$ cat config.mk
export PLATFORM = sky130hd
export DESIGN_NAME = pwm_fade_sequencer
export DESIGN_NICKNAME = d
export VERILOG_FILES = /design/src/rtl/pwm_pkg.sv /design/src/rtl/pwm_fade_step.sv /design/src/rtl/pwm_fade_sequencer.sv
export SDC_FILE = /design/constraint.sdc
export NUM_CORES = 1
export LEC_CHECK = 0
export ABC_AREA = 1
export CAP_MARGIN = 10
export CORE_ASPECT_RATIO = 0.7
export CORE_MARGIN = 2
export CORE_UTILIZATION = 40
export CTS_CLUSTER_DIAMETER = 30
export DETAILED_ROUTE_END_ITERATION = 7
export PLACE_DENSITY_LB_ADDON = 0.1
export SYNTH_ARGS = -nofsm -noshare
export SYNTH_HDL_FRONTEND = slang
export SYNTH_SLANG_ARGS = --single-unit
$ cat constraint.sdc
create_clock -name clk -period 9.5 [get_ports clk]
set_clock_uncertainty 0.15 [all_clocks]
set_input_delay 1.9 -clock clk [delete_from_list [all_inputs] [get_ports clk]]
set_output_delay 1.9 -clock clk [all_outputs]
set_load 0.01 [all_outputs]
$ cat src/rtl/pwm_pkg.sv
// Shared widths, limits and FSM encoding for the PWM fade sequencer.
package pwm_pkg;

    localparam int LEVEL_W    = 8;
    localparam int CHAN_W     = 3;
    localparam int STEP_W     = 4;
    localparam int DIV_W      = 8;
    localparam int MAX_CH     = 7;
    localparam int PWM_PERIOD = 255;

    typedef enum logic [1:0] {
        IDLE = 2'd0,
        SCAN = 2'd1,
        DONE = 2'd2
    } fade_state_e;

endpackage

$ cat src/rtl/pwm_fade_step.sv
// Next-level arithmetic for one channel: saturating ramp toward the target.
module pwm_fade_step
    import pwm_pkg::*;
(
    input  logic [LEVEL_W-1:0] cur,
    input  logic [LEVEL_W-1:0] tgt,
    input  logic [STEP_W-1:0]  step,
    output logic [LEVEL_W-1:0] nxt
);

    logic [LEVEL_W:0] up_sum;
    logic [LEVEL_W:0] dn_diff;

    always_comb begin
        // NOTE: every output of a combinational block gets a default first, so no path can infer a latch.
        nxt     = cur;
        up_sum  = {1'b0, cur} + (LEVEL_W+1)'(step);
        dn_diff = {1'b0, cur} - (LEVEL_W+1)'(step);

        if (step == '0) begin
            nxt = tgt;
        end else if (cur < tgt) begin
            nxt = (up_sum > {1'b0, tgt}) ? tgt : up_sum[LEVEL_W-1:0];
        end else if (cur > tgt) begin
            // Borrow out of bit LEVEL_W means cur < step: clamp to target.
            nxt = (dn_diff[LEVEL_W] || (dn_diff[LEVEL_W-1:0] < tgt)) ? tgt : dn_diff[LEVEL_W-1:0];
        end
    end

endmodule

$ cat src/rtl/pwm_fade_sequencer.sv
// Per-channel PWM fade sequencer: commands set targets, update ticks scan all channels once.
// Optional irq output is built when PWM_FADE_IRQ_EN is defined.
module pwm_fade_sequencer
    import pwm_pkg::*;
#(
    parameter int NUM_CH   = 7,
    parameter int TICK_DIV = 1
) (
    input  logic                clk,
    input  logic                reset,
    input  logic                period_tick,
    input  logic                cmd_valid,
    output logic                cmd_ready,
    input  logic [CHAN_W-1:0]   cmd_chan,
    input  logic [LEVEL_W-1:0]  cmd_target,
    input  logic [STEP_W-1:0]   cmd_step,
    output logic                wr_en,
    output logic [CHAN_W-1:0]   wr_addr,
    output logic [LEVEL_W-1:0]  wr_level,
    output logic [NUM_CH-1:0]   settled,
    output logic                cmd_err,
`ifdef PWM_FADE_IRQ_EN
    output logic                irq,
`endif
    output logic                overrun
);

    localparam logic [CHAN_W:0]   NUM_CH_L = (CHAN_W+1)'(NUM_CH);
    localparam logic [CHAN_W-1:0] LAST_CH  = CHAN_W'(NUM_CH - 1);
    localparam logic [DIV_W-1:0]  DIV_LAST = DIV_W'(TICK_DIV - 1);

    fade_state_e          state_q, state_d;
    logic [CHAN_W-1:0]    idx_q, idx_d;
    logic [DIV_W-1:0]     div_q, div_d;
    logic                 tick_pend_q, tick_pend_d;
    logic [LEVEL_W-1:0]   cur_q  [MAX_CH];
    logic [LEVEL_W-1:0]   cur_d  [MAX_CH];
    logic [LEVEL_W-1:0]   tgt_q  [MAX_CH];
    logic [LEVEL_W-1:0]   tgt_d  [MAX_CH];
    logic [STEP_W-1:0]    step_q [MAX_CH];
    logic [STEP_W-1:0]    step_d [MAX_CH];
    logic                 wr_en_q, wr_en_d;
    logic [CHAN_W-1:0]    wr_addr_q, wr_addr_d;
    logic [LEVEL_W-1:0]   wr_level_q, wr_level_d;
    logic [NUM_CH-1:0]    settled_q, settled_d;
    logic                 cmd_err_q, cmd_err_d;
    logic                 overrun_q, overrun_d;

    logic                 cmd_fire;
    logic                 cmd_bad;
    logic                 upd_tick;
    logic [LEVEL_W-1:0]   scan_next;

    // One arithmetic unit, time-shared by the scan index.
    pwm_fade_step u_step (
        .cur  (cur_q[idx_q]),
        .tgt  (tgt_q[idx_q]),
        .step (step_q[idx_q]),
        .nxt  (scan_next)
    );

    always_comb begin
        cmd_ready = (state_q == IDLE) && !reset;
        cmd_fire  = cmd_valid && cmd_ready;
        cmd_bad   = {1'b0, cmd_chan} >= NUM_CH_L;
        upd_tick  = period_tick && (div_q == DIV_LAST);

        state_d     = state_q;
        idx_d       = idx_q;
        div_d       = div_q;
        tick_pend_d = tick_pend_q;
        cur_d       = cur_q;
        tgt_d       = tgt_q;
        step_d      = step_q;
        wr_en_d     = 1'b0;
        wr_addr_d   = wr_addr_q;
        wr_level_d  = wr_level_q;
        cmd_err_d   = cmd_fire && cmd_bad;
        overrun_d   = overrun_q;

        if (period_tick) begin
            div_d = upd_tick ? '0 : div_q + DIV_W'(1);
        end

        // An update tick is only taken while idle with nothing pending; otherwise it is lost.
        if (upd_tick) begin
            if ((state_q == IDLE) && !tick_pend_q) begin
                tick_pend_d = 1'b1;
            end else begin
                overrun_d = 1'b1;
            end
        end

        case (state_q)
            IDLE: begin
                if (cmd_fire && !cmd_bad) begin
                    tgt_d[cmd_chan]  = cmd_target;
                    step_d[cmd_chan] = cmd_step;
                end
                if (tick_pend_q) begin
                    tick_pend_d = 1'b0;
                    idx_d       = '0;
                    state_d     = SCAN;
                end
            end
            SCAN: begin
                if (cur_q[idx_q] != tgt_q[idx_q]) begin
                    cur_d[idx_q] = scan_next;
                    wr_en_d      = 1'b1;
                    wr_addr_d    = idx_q;
                    wr_level_d   = scan_next;
                end
                if (idx_q == LAST_CH) begin
                    state_d = DONE;
                end else begin
                    idx_d = idx_q + CHAN_W'(1);
                end
            end
            DONE: begin
                state_d = IDLE;
            end
            default: begin
                state_d = IDLE;
            end
        endcase

        for (int k = 0; k < NUM_CH; k++) begin
            settled_d[k] = (cur_d[k] == tgt_d[k]);
        end
    end

    always_ff @(posedge clk) begin
        // NOTE: sequential state uses non-blocking assignments so every flop samples pre-edge values.
        if (reset) begin
            state_q     <= IDLE;
            idx_q       <= '0;
            div_q       <= '0;
            tick_pend_q <= 1'b0;
            // NOTE: the per-channel arrays are small register files, reset explicitly because levels must start at 0.
            for (int k = 0; k < MAX_CH; k++) begin
                cur_q[k]  <= '0;
                tgt_q[k]  <= '0;
                step_q[k] <= '0;
            end
            wr_en_q     <= 1'b0;
            wr_addr_q   <= '0;
            wr_level_q  <= '0;
            settled_q   <= '1;
            cmd_err_q   <= 1'b0;
            overrun_q   <= 1'b0;
        end else begin
            state_q     <= state_d;
            idx_q       <= idx_d;
            div_q       <= div_d;
            tick_pend_q <= tick_pend_d;
            cur_q       <= cur_d;
            tgt_q       <= tgt_d;
            step_q      <= step_d;
            wr_en_q     <= wr_en_d;
            wr_addr_q   <= wr_addr_d;
            wr_level_q  <= wr_level_d;
            settled_q   <= settled_d;
            cmd_err_q   <= cmd_err_d;
            overrun_q   <= overrun_d;
        end
    end

    assign wr_en    = wr_en_q;
    assign wr_addr  = wr_addr_q;
    assign wr_level = wr_level_q;
    assign settled  = settled_q;
    assign cmd_err  = cmd_err_q;
    assign overrun  = overrun_q;

`ifdef PWM_FADE_IRQ_EN
    // Snapshot of "all settled" as the scan starts, including a command landing on that edge.
    logic was_settled_q, was_settled_d;

    always_comb begin
        was_settled_d = was_settled_q;
        if ((state_q == IDLE) && tick_pend_q) begin
            was_settled_d = &settled_d;
        end
    end

    always_ff @(posedge clk) begin
        if (reset) begin
            was_settled_q <= 1'b1;
        end else begin
            was_settled_q <= was_settled_d;
        end
    end

    assign irq = (state_q == DONE) && !was_settled_q && (&settled_q);
`endif

endmodule

# Word level (Yosys, flattened, before mapping)
# Index checks and enable logic that the tools add are counted.
# totals
reg_bits	175
inputBits	19
out_inout_bits	22
# op_classes
n_addsub	4
magnitude_cmp	9
n_eq_ne	13
muxes	39
bitwise_logic	4
n_reduce_logical	22
# op_table
operator	n
$mux 56	4
$bwmux 56	2
$mux 8	12
$eq 8x8->1	7
$bmux 8 s3	2
$demux 8 s3	2
$bwmux 28	1
$lt 8x8->1	2
$bmux 4 s3	1
$demux 4 s3	1
$mux 4	3
$add 8x4->9	1
$gt 9x8->1	1
$sub 8x4->9	1
$add 8x1->8 const B	1
$ge 4x4->1 const B	2
$gt 8x8->1	1
$logic_and 1x1->1	8
$logic_not 8->1	1
$lt 4x1->1 const B	2
$ne 8x8->1	1
$not 3->4	2
$reduce_and 2->1	4
$mux 3	2
17 further kinds	27

# Longest topological paths before layout
# Gate-level depths: netlist of run 1.
# logic_depth
ltp_word	15
depth_mapped	41

# Cells and area by module
# A second synthesis of run 1 with hierarchy kept.
# unflattened
cells_unflattened	1823
area_unflattened_um2	11248.3
# modules_own_cells
module	instances	cells_each	area_per_inst_um2
pwm_fade_sequencer	1	1512	9506.6
pwm_fade_step	1	311	1741.7

# Least setup slack after synthesis of run 1
# No wires, ideal clock.
# synth_path
path_kind	register -> register
start	register idx_q[0]
end	register settled_q[3], in the netlist settled[3]
t_arrival_ps	4590
t_required_ps	9225
slack_ps	4635
path_stages_with_launch	37
n_path_buf	2
period_less_slack_ps	4865
cell_sequence	dfxtp_1 > inv_2 > buf_6 > nand2_2 > buf_2 > nor2_1 > nor4_1 > ha_1 > inv_1 > fa_1 > nand2_1 > inv_1 > o21ai_0 > nand2_1 > nor2_1 > nand3_1 > nand2_1 > inv_1 > ha_1 > nand2_1 > nor2_1 > a211oi_1 > nand2_1 > nand2_2 > nand2_1 > nand3_1 > nand2_1 > nand2_1 > nand2_1 > nand2_2 > nand2_1 > nand2_1 > nand2_1 > nand3_1 > nor2_1 > nand3_1 > nand2_1
# synth_between
elab_chain_cells	15
word_cells_on_any_way	33
classes_between	add/sub (2); order compare (6); eq/ne (2); mux (19); bitwise (1); reduce/logical (3)
# synth_lines
item	line_no	source
start, declared	pwm_fade_sequencer.sv:33	logic [CHAN_W-1:0] idx_q, idx_d;
start signal, assigned	pwm_fade_sequencer.sv:153	idx_q <= idx_d;
$not 3->4 (not written as such) *	--	
$bmux 8 s3 / $bmux 4 s3 (equally long branches)	pwm_fade_sequencer.sv:56, pwm_fade_sequencer.sv:107, pwm_fade_sequencer.sv:58	
$mux 8 (not written as such) / $mux 4 (equally long branches) (2 in series)	pwm_fade_sequencer.sv:56, pwm_fade_sequencer.sv:107, pwm_fade_sequencer.sv:58	
$sub 8x4->9	pwm_fade_step.sv:18	dn_diff = {1'b0, cur} - (LEVEL_W+1)'(step);
$lt 8x8->1	pwm_fade_step.sv:26	nxt = (dn_diff[LEVEL_W] || (dn_diff[LEVEL_W-1:0] < tgt)) ? tgt : dn_diff[LEVEL_W-1:0];
$logic_or 1x1->1	pwm_fade_step.sv:26	
$mux 8	pwm_fade_step.sv:26	
$mux 8	pwm_fade_step.sv:24	end else if (cur > tgt) begin
$mux 8	pwm_fade_step.sv:22	end else if (cur < tgt) begin
$mux 8	pwm_fade_step.sv:20	if (step == '0) begin
$bwmux 56	pwm_fade_sequencer.sv:108	cur_d[idx_q] = scan_next;
$mux 56 *	pwm_fade_sequencer.sv:107	if (cur_q[idx_q] != tgt_q[idx_q]) begin
$mux 56 *	pwm_fade_sequencer.sv:94	case (state_q)
$eq 8x8->1 *	pwm_fade_sequencer.sv:128	settled_d[k] = (cur_d[k] == tgt_d[k]);
end signal, assigned	pwm_fade_sequencer.sv:162	settled_q <= settled_d;
end, declared	pwm_fade_sequencer.sv:45	logic [NUM_CH-1:0] settled_q, settled_d;
# Every way passes the cells marked *; elsewhere a longest branch is shown, timed or not. The select of a mux whose other input is x is not followed.
# A chain may end at the register's enable or synchronous reset.

# Worst setup path in the final report of run 1
# layout_path
start	register idx_q[0]
end	register settled_q[1], in the netlist settled[1]
# The elaborated chain is that of the path after synthesis.

==> qor.txt, run 1 <==
DRC errors left -> 0
First-pass DRT Iterations -> 7
Tightest Pin Transition -> 1.16 ns
worst r2r path cells -> 22
Port Buffer Count -> 40
# rows -> 48
Post-CTS Resized -> 0
clk sinks -> 175
Ant. Diodes -> 0
cells after synthesis -> 1572
Ports -> 41
first-pass GRT wire length -> 56.7 mm
Final Net Count -> 1649
GP Congestion -> 0.951
worst path required time -> 9.74 ns
fin crit period -> 6.75 ns
fin crit share -> 71.1%
Worst Path Class, Setup -> flop to flop
pin count of the biggest net entering global routing -> 81
design area -> 11300 um2
Cell Area, Synth -> 10100 um2
CTS tree -> done
f_max -> 0.148 GHz
final setup violation count -> 0
initial antenna violation count -> 0
Clock Path Buffers -> 2
ANT nets after route -> 0
worst skew pair latency -> 0.45 ns
DR vias -> 10500
Leak -> 5.40 nW
Fin. Hold Viols -> 0
post-synth cell types -> 54
share of layout cells above drive strength 1 -> 6.23%
core area -> 24700 um2
die area -> 26500 um2
CTS Hold Bufs -> 0
flops & latches, synth -> 175
max-cap violations -> 0
TritonCTS Buffers -> 17
Fill cells -> 2634
GRT Residual Overflow -> 0
crit path max fanout -> 21
Hold WS -> 0.304 ns
Synth-to-Final Area Change -> 12.4%
Die Wd -> 194 um
CTS root buffer -> clkbuf_16
Vias/cell -> 5.41
pre-CTS setup slack -> 2.98 ns
GRT Total Usage -> 28.6%
Yosys warning total -> 0
Rel. slew slack -> 22.4%
arrival time at the worst endpoint -> 6.99 ns
status -> complete, no violations
unrepaired setup endpoints after global routing -> no
Tot Pwr -> 2.30 mW
Post-Syn Area per Cell -> 6.42 um2
hold crit path type -> flop to flop
Startpoint Class -> flop
sequential share of the synthesized area -> 34.7%
H-tree depth -> 4
vias in the first global route -> 9256
Hold Path Stages -> 2
syn_nets -> 1628
Routed wire per std cell -> 19.6 um
post-placement cell area -> 10800 um2
Slew Viols, Final -> 0
DR iter-0 viols -> 1146
IR drop worst, VDD -> 153 uV
final WL -> 37.9 mm
worst setup slack after layout -> 2.75 ns
Die H -> 137 um
Post-synth EDFFs -> 0
Async SR Flop Fraction -> 0%
dpl hpwl -> 28.3 mm
TNS Setup -> 0 ns
postcts setup bufs -> 0
PwrDens -> 203 nW/um2
top_reg_cell synth -> dfxtp_1
Worst Setup End Kind -> flop
clk slew on worst S/H paths -> 0.07 ns
Initial Util -> 40.8%
## cell usage after synthesis (4+ instances only)
master    instances  area share, %
o21a_1            5           0.37
nor2_1          179            6.7
dfxtp_1         175             35
clkinv_1          4           0.15
or2_2            10           0.62
a22o_1            5           0.43
nor4_1            7           0.43
nand3b_1         24            1.8
inv_1           153            5.7
o221ai_1          5           0.43
a211oi_1          6           0.45
xor2_1            7           0.61
nand2_1         492             18
nand4_1          11           0.68
nand2_2          17            1.1
nor3_1           11           0.55
o211ai_1          4           0.30
clkbuf_1         37            1.4
o21ai_0         102            5.1
ha_1             35            4.3
buf_2             4           0.20
o22ai_1           5           0.31
nand3_1         107            5.3
a21oi_1         108            5.4
inv_2            14           0.52
## worst paths after layout
| path | startpoint | to | slack (ns) |
|---|---|---|---|
| min reg2reg | overrun | overrun | 0.30 |
| max reg2reg | idx_q[0] | settled[1] | 2.75 |
| max | idx_q[0] | settled[1] | 2.75 |
| min | overrun | overrun | 0.30 |
## worst max-delay path, stage by stage (launching register included)
cell and delay, ns:
dfxtp_1 0.64, inv_2 0.32, nand2_1 0.49, o21ai_0 0.26, nor4_1 0.81, inv_1 0.22, ha_1 0.36, nand2_1 0.08
nor2_1 0.06, nand2_1 0.08, inv_1 0.15, nor2_1 0.12, buf_4 0.22, inv_1 0.34, nor2_1 0.99, clkinv_1 0.65
nand2_1 0.22, nand3_1 0.10, nand2_1 0.08, nand4_1 0.10, nor2_1 0.10, nand2_1 0.06, nand2_1 0.06
## state kept, by name, summed over array words and instances (netlist names), 2 cells and up
register	flops
idx_q	3
cur_q	56
settled	7
step_q	28
tgt_q	56
wr_addr	3
wr_level	8
div_q	8
state_q	2
## stage by stage
stage	instances	utilization, %
after global routing	1931	45.8
final	1931	45.8
after detailed placement	1899	43.5
after CTS	1931	45.8
after floorplan	1572	-
after global placement	1899	43.5
## power breakdown
group	switching (mW)	internal, mW
logic	0.555	0.243
clock network	0.347	0.371
registers	0.0225	0.764
## cell usage in the layout (no fill, tap or decap), drive strengths merged
master	count
dfxtp	175
o2bb2ai	2
a22oi	1
o22ai	5
nand3b	25
a21o	1
nand2	510
a22o	5
o21a	5
fa	2
bufinv	1
clkinvlp	1
or2	11
o2111ai	1
xor2	7
clkdlybuf4s50	39
ha	35
and3	1
nand4	13
nor3	11
xnor2	2
o211a	1
inv	177
a221oi	1
o31ai	2
o21ai	105
a32o	1
o211ai	4
o22a	3
a21oi	109
clkinv	8
nand3	107
buf	12
a211oi	6
nor2	185
and2	2
clkbuf	17
o221ai	5
nor4	8
## layer usage
metal	GRT usage [%]	vias to the layer above	share of wire (%)	wire, um
met4	8.21	0	2.1	780
met1	42.8	4782	48	18300
met2	40.5	496	39	14800
met5	0	-	0	0
met3	6.88	56	11	4060
li1	-	5120	-	-
## logic make-up (layout without fill, tap and decap cells)
| logic type | after synthesis | after routing | synth area share [%] |
|---|---|---|---|
| AO/OA/AOI/OAI | 257 | 257 | 14.1 |
| XOR/XNOR | 9 | 9 | 0.781 |
| adder cells (fa/ha/maj) | 37 | 37 | 4.74 |
| buffers and inverters | 221 | 255 | 8.59 |
| flip-flops | 175 | 175 | 34.7 |
| AND/OR/NAND/NOR | 873 | 873 | 37.1 |
## layout make-up
cell class	instances	area [um2]	share of cell area [%]
clock buffer	17	425	3.75
inverter	172	648	5.72
timing repair buffer	51	480	4.24
sequential	175	3500	30.9
clock inverter	15	149	1.31
tap	325	407	3.59
multi-input combinational	1176	5730	50.5
Power figures use the tool's default switching activity.
==> inputs of run 2 (changes only) <==
clock period = 5.6 ns   (was 9.5 ns; I/O delays follow)
==> qor.txt, run 2 (synthesis gave the netlist of run 1 again) <==
Port Buffer Count -> 40 (unchanged)
TritonCTS Buffers -> 17 (unchanged)
Sw Share -> 38.0% (-2.2 points)
Startpoint Class -> flop
register share of total power -> 31.3% (-2.9 points)
Final Net Count -> 1753 (+6.3%)
die area -> 26500 um2 (unchanged)
Hold Path Stages -> 2 (unchanged)
Fin. Hold Viols -> 0 (unchanged)
ANT nets after route -> 0 (unchanged)
Tot Pwr -> 4.24 mW (+84%)
GP Congestion -> 0.993 (+4.4%)
Comb power frac -> 38.9% (+4.2 points)
IR drop worst, VDD -> 216 uV (+41%)
worst stage delay on the critical path -> 0.38 ns (-0.61 ns)
post-placement cell area -> 11600 um2 (+7.3%)
# rows -> 48 (unchanged)
fin crit share -> 94.0% (+23 points)
initial antenna violation count -> 0 (unchanged)
switching power -> 1.61 mW (+74%)
share of layout cells above drive strength 1 -> 12.6% (+6.3 points)
core area -> 24700 um2 (unchanged)
power share of the clock group -> 29.8% (-1.4 points)
Vias/cell -> 5.30 (-2.1%)
clk sinks -> 175 (unchanged)
TNS Setup -> 0 ns (unchanged)
Initial Util -> 40.8% (unchanged)
pin count of the biggest net entering global routing -> 80 (-1.2%)
clk slew on worst S/H paths -> 0.07 ns (about the same)
placed cells -> 1997 (+5.2%)
Hold WS -> 0.307 ns (+0.00343 ns)
crit path max fanout -> 7 (-67%)
design area -> 12300 um2 (+8.2%)
max-cap violations -> 0 (unchanged)
worst path required time -> 5.77 ns (-3.97 ns)
Worst Setup End Kind -> flop
reg-to-reg slack, setup -> 0.34 ns (-2.41 ns)
Routed wire per std cell -> 18.8 um (-4.3%)
first-pass GRT wire length -> 56.9 mm (+0.39%)
CP max stage cell -> dfxtp_4
Die Wd -> 194 um (unchanged)
First-pass DRT Iterations -> 5 (-2)
status -> complete, no violations
vias in the first global route -> 9411 (+1.7%)
arrival time at the worst endpoint -> 5.43 ns (-1.56 ns)
Worst Path Class, Setup -> flop to flop
Synth-to-Final Area Change -> 21.6%
fin cells -> 2035 (+5.4%)
Ports -> 41 (unchanged)
PwrDens -> 345 nW/um2 (+70%)
Slew Viols, Final -> 0 (unchanged)
Fill cells -> 2584 (-1.9%)
GRT Residual Overflow -> 0 (unchanged)
fin crit period -> 5.26 ns (-1.49 ns)
CTS root buffer -> clkbuf_16
DRC errors left -> 0 (unchanged)
Leak -> 5.93 nW (+9.7%)
final setup violation count -> 0 (unchanged)
worst skew pair latency -> 0.45 ns (about the same)
Worst path most repeated cell -> nand2_1
commonest non-fill, non-tap cells in the layout -> nand2_1, nor2_1, dfxtp_1
Pint -> 2.63 mW (+91%)
dpl hpwl -> 28.9 mm (+1.8%)
hold crit path type -> flop to flop
unrepaired setup endpoints after global routing -> no
Rel. slew slack -> 39.5% (+17 points)
H-tree depth -> 4 (unchanged)
DR iter-0 viols -> 1211 (+5.7%)
Ant. Diodes -> 0 (unchanged)
f_max -> 0.190 GHz (+28%)
commonest non-fill, non-tap cell in the layout -> nand2_1
CTS tree -> done
final WL -> 38.3 mm (+0.84%)
Clock Path Buffers -> 2 (unchanged)
worst r2r path cells -> 36 (+64%)
Die H -> 137 um (unchanged)
Tightest Pin Transition -> 0.908 ns (-0.251 ns)
top flop regs -> cur_q x56, tgt_q x56, step_q x28
DR vias -> 10800 (+3.2%)
GRT Total Usage -> 28.9% (+0.21 points)
## run 2: metal layers
layer,wire [um],share of wire [%],track usage (%),up-vias
li1,-,-,-,5334
met1,18700,49,44.3,4914
met2,14700,38,40.0,481
met3,3930,10,5.89,56
met4,897,2.3,8.50,0
met5,0,0,0,-
## run 2: worst max-delay path, delay by kind of cell, from the launching register on
| family | cells | cell delay (ns) |
|---|---|---|
| AO/OA/AOI/OAI | 4 | 0.69 |
| adder cells (fa/ha/maj) | 2 | 0.53 |
| flip-flops | 1 | 0.38 |
| XOR/XNOR | 1 | 0.21 |
| AND/OR/NAND/NOR | 21 | 2.04 |
| buffers and inverters | 8 | 1.10 |
## run 2: stage by stage
stage	setup WS, ns	util, %
floorplan	0.735	-
detailed placement	0.199	46.7
global route	0.0217	49.6
global placement	0.295	46.7
CTS	0.124	49.1
finish	0.336	49.6
## run 2: cell type report
class / count / area [um2] / share of cell area [%]
sequential: 175 / 3510 / 28.6
clock inverter: 13 / 164 / 1.34
timing repair buffer: 155 / 1310 / 10.7
multi-input combinational: 1176 / 5790 / 47.1
tap: 325 / 407 / 3.31
inverter: 172 / 651 / 5.30
clock buffer: 19 / 443 / 3.61
## run 2: timing repair
item,CTS,global route
buffers inserted,0,6
resized for setup,0,22
setup endpoints to repair,0,68
hold buffers,0,0
## run 2: power groups by stage
stage / Combinational [mW] / Clock [mW] / Sequential, mW
after floorplan: 0.900 / 0 / 1.36
after global placement: 1.56 / 0 / 1.35
after detailed placement: 1.54 / 0 / 1.35
after CTS: 1.55 / 1.27 / 1.33
after global routing: 1.79 / 1.32 / 1.33
final: 1.65 / 1.26 / 1.33
## run 2: path summary, 6_finish.rpt
check                start         end
hold reg to reg    overrun     overrun
hold / removal     overrun     overrun
setup / recovery  idx_q[2]  settled[6]
setup reg to reg  idx_q[2]  settled[6]
==> inputs of run 3 (changes only) <==
CORE_ASPECT_RATIO = 1.4   (was 0.7)
==> qor.txt, run 3 (synthesis gave the netlist of run 1 again) <==
status -> complete, no violations
vias in the first global route -> 10100 (+6.9%)
Tot Pwr -> 4.14 mW (-2.3%)
arrival time at the worst endpoint -> 5.45 ns (+0.02 ns)
reg-to-reg slack, setup -> 0.38 ns (+0.05 ns)
DR iter-0 viols -> 791 (-35%)
DRC errors left -> 0 (unchanged)
Worst path top cell family by delay -> simple AND/OR/NAND/NOR gates
Worst Path Class, Setup -> flop to flop
Slew Viols, Final -> 0 (unchanged)
Port Buffer Count -> 40 (unchanged)
GP Congestion -> 0.962 (-3.1%)
Worst path most repeated cell -> nand2_1
worst r2r dst -> settled[6]
PwrDens -> 340 nW/um2 (-1.4%)
IR drop worst, VDD -> 286 uV (+32%)
Fin. Hold Viols -> 0 (unchanged)
reg-to-reg startpoint -> idx_q[1]
Leak -> 5.87 nW (-1.0%)
TNS Setup -> 0 ns (unchanged)
Hold Startpoint -> step_q[24]
ANT nets after route -> 0 (unchanged)
Worst Hold End -> step_q[24]
clk slew on worst S/H paths -> 0.07 ns (about the same)
fin crit share -> 93.2% (-0.82 points)
clk sinks -> 175 (unchanged)
pin count of the biggest net entering global routing -> 85 (+6.3%)
Clock Path Buffers -> 2 (unchanged)
post-placement cell area -> 11400 um2 (-0.97%)
die area -> 26500 um2 (about the same)
TritonCTS Buffers -> 17 (unchanged)
dpl hpwl -> 28.7 mm (-0.46%)
Startpoint Class -> flop
worst path required time -> 5.84 ns (+0.07 ns)
Hold WS -> 0.304 ns (-0.00321 ns)
worst r2r path cells -> 37 (+2.8%)
first-pass GRT wire length -> 57.3 mm (+0.72%)
Rel. slew slack -> 33.8% (-5.7 points)
Synth-to-Final Area Change -> 20.5%
commonest non-fill, non-tap cell in the layout -> nand2_1
worst stage delay on the critical path -> 0.36 ns (-0.02 ns)
Worst Setup End Kind -> flop
final WL -> 37.3 mm (-2.6%)
Die H -> 192 um (+40%)
worst skew pair latency -> 0.45 ns (about the same)
First-pass DRT Iterations -> 5 (unchanged)
final setup violation count -> 0 (unchanged)
Final Net Count -> 1735 (-1.0%)
CTS root buffer -> clkbuf_16
crit path max fanout -> 10 (+3)
CTS tree -> done
H-tree depth -> 4 (unchanged)
hold crit path type -> flop to flop
DR vias -> 10500 (-2.6%)
GRT Residual Overflow -> 0 (unchanged)
Hold Path Stages -> 2 (unchanged)
Die Wd -> 138 um (-29%)
Ports -> 41 (unchanged)
Routed wire per std cell -> 18.6 um (-1.3%)
commonest non-fill, non-tap cells in the layout -> nand2_1, nor2_1, dfxtp_1
Tightest Pin Transition -> 0.994 ns (+0.0855 ns)
share of layout cells above drive strength 1 -> 11.8% (-0.75 points)
Initial Util -> 40.8% (about the same)
top flop regs -> cur_q x56, tgt_q x56, step_q x28
Vias/cell -> 5.23 (-1.2%)
Critical path buffers and inverters -> 9 (+1)
# rows -> 68 (+42%)
CP max stage cell -> dfxtp_4
fin crit period -> 5.22 ns (-0.0459 ns)
Ant. Diodes -> 0 (unchanged)
Fill cells -> 2589 (+0.19%)
core area -> 24800 um2 (about the same)
design area -> 12200 um2 (-0.90%)
initial antenna violation count -> 0 (unchanged)
max-cap violations -> 0 (unchanged)
f_max -> 0.192 GHz (+0.88%)
GRT Total Usage -> 28.4% (-0.45 points)
[run 3: cell type report]
cell class / instances / area, um2 / share of cell area (%)
clock inverter: 9 / 108 / 0.885
inverter: 172 / 651 / 5.35
clock buffer: 23 / 478 / 3.93
multi-input combinational: 1176 / 5830 / 47.9
sequential: 175 / 3510 / 28.9
tap: 315 / 394 / 3.24
timing repair buffer: 137 / 1190 / 9.80
[run 3: what timing repair did]
item                                    in CTS  in global routing
cloned                                       0                  0
endpoints found under the setup margin       4                 49
resized for setup                            2                 27
setup buffers                                0                  3
hold buffers                                 0                  0
pin swaps                                    0                  4
[run 3: how the worst max path moves through the flow]
stage / from / to / slack [ns] / cells past startpoint
floorplan: idx_q[0] / settled[3] / 0.74 / 36
global placement: idx_q[2] / settled[6] / 0.03 / 38
detailed placement: idx_q[2] / settled[6] / -0.07 / 38
CTS: idx_q[1] / settled[6] / 0.05 / 39
global route: idx_q[1] / settled[0] / -0.01 / 37
finish: idx_q[1] / settled[6] / 0.38 / 37
[run 3: layer usage]
layer,track usage (%),vias to the layer above,routed length (um)
met5,0,-,0
met4,17.2,0,2350
met3,4.11,97,1860
met2,48.9,327,17700
met1,33.6,4808,15300
li1,-,5273,-
[run 3: report_power, final]
group | switching [mW] | internal, mW
logic | 0.995 | 0.608
clock network | 0.518 | 0.692
registers | 0.0299 | 1.30
[run 3: worst reg2reg max path: cells and delay by family (launching register included)]
kind | cells | cell delay, ns
AND/OR/NAND/NOR | 23 | 2.51
buffers and inverters | 9 | 1.15
adder cells (fa/ha/maj) | 2 | 0.55
flip-flops | 1 | 0.36
AO/OA/AOI/OAI | 2 | 0.24
XOR/XNOR | 1 | 0.18
[run 3: per-stage QoR]
step                util [%]  setup WS [ns]  instances
CTS                     48.6         0.0493       2004
detailed placement      46.2        -0.0703       1972
global route            49.1       -0.00999       2007
global placement        46.2         0.0287       1972
floorplan                  -          0.735       1572
finish                  49.1          0.382       2007
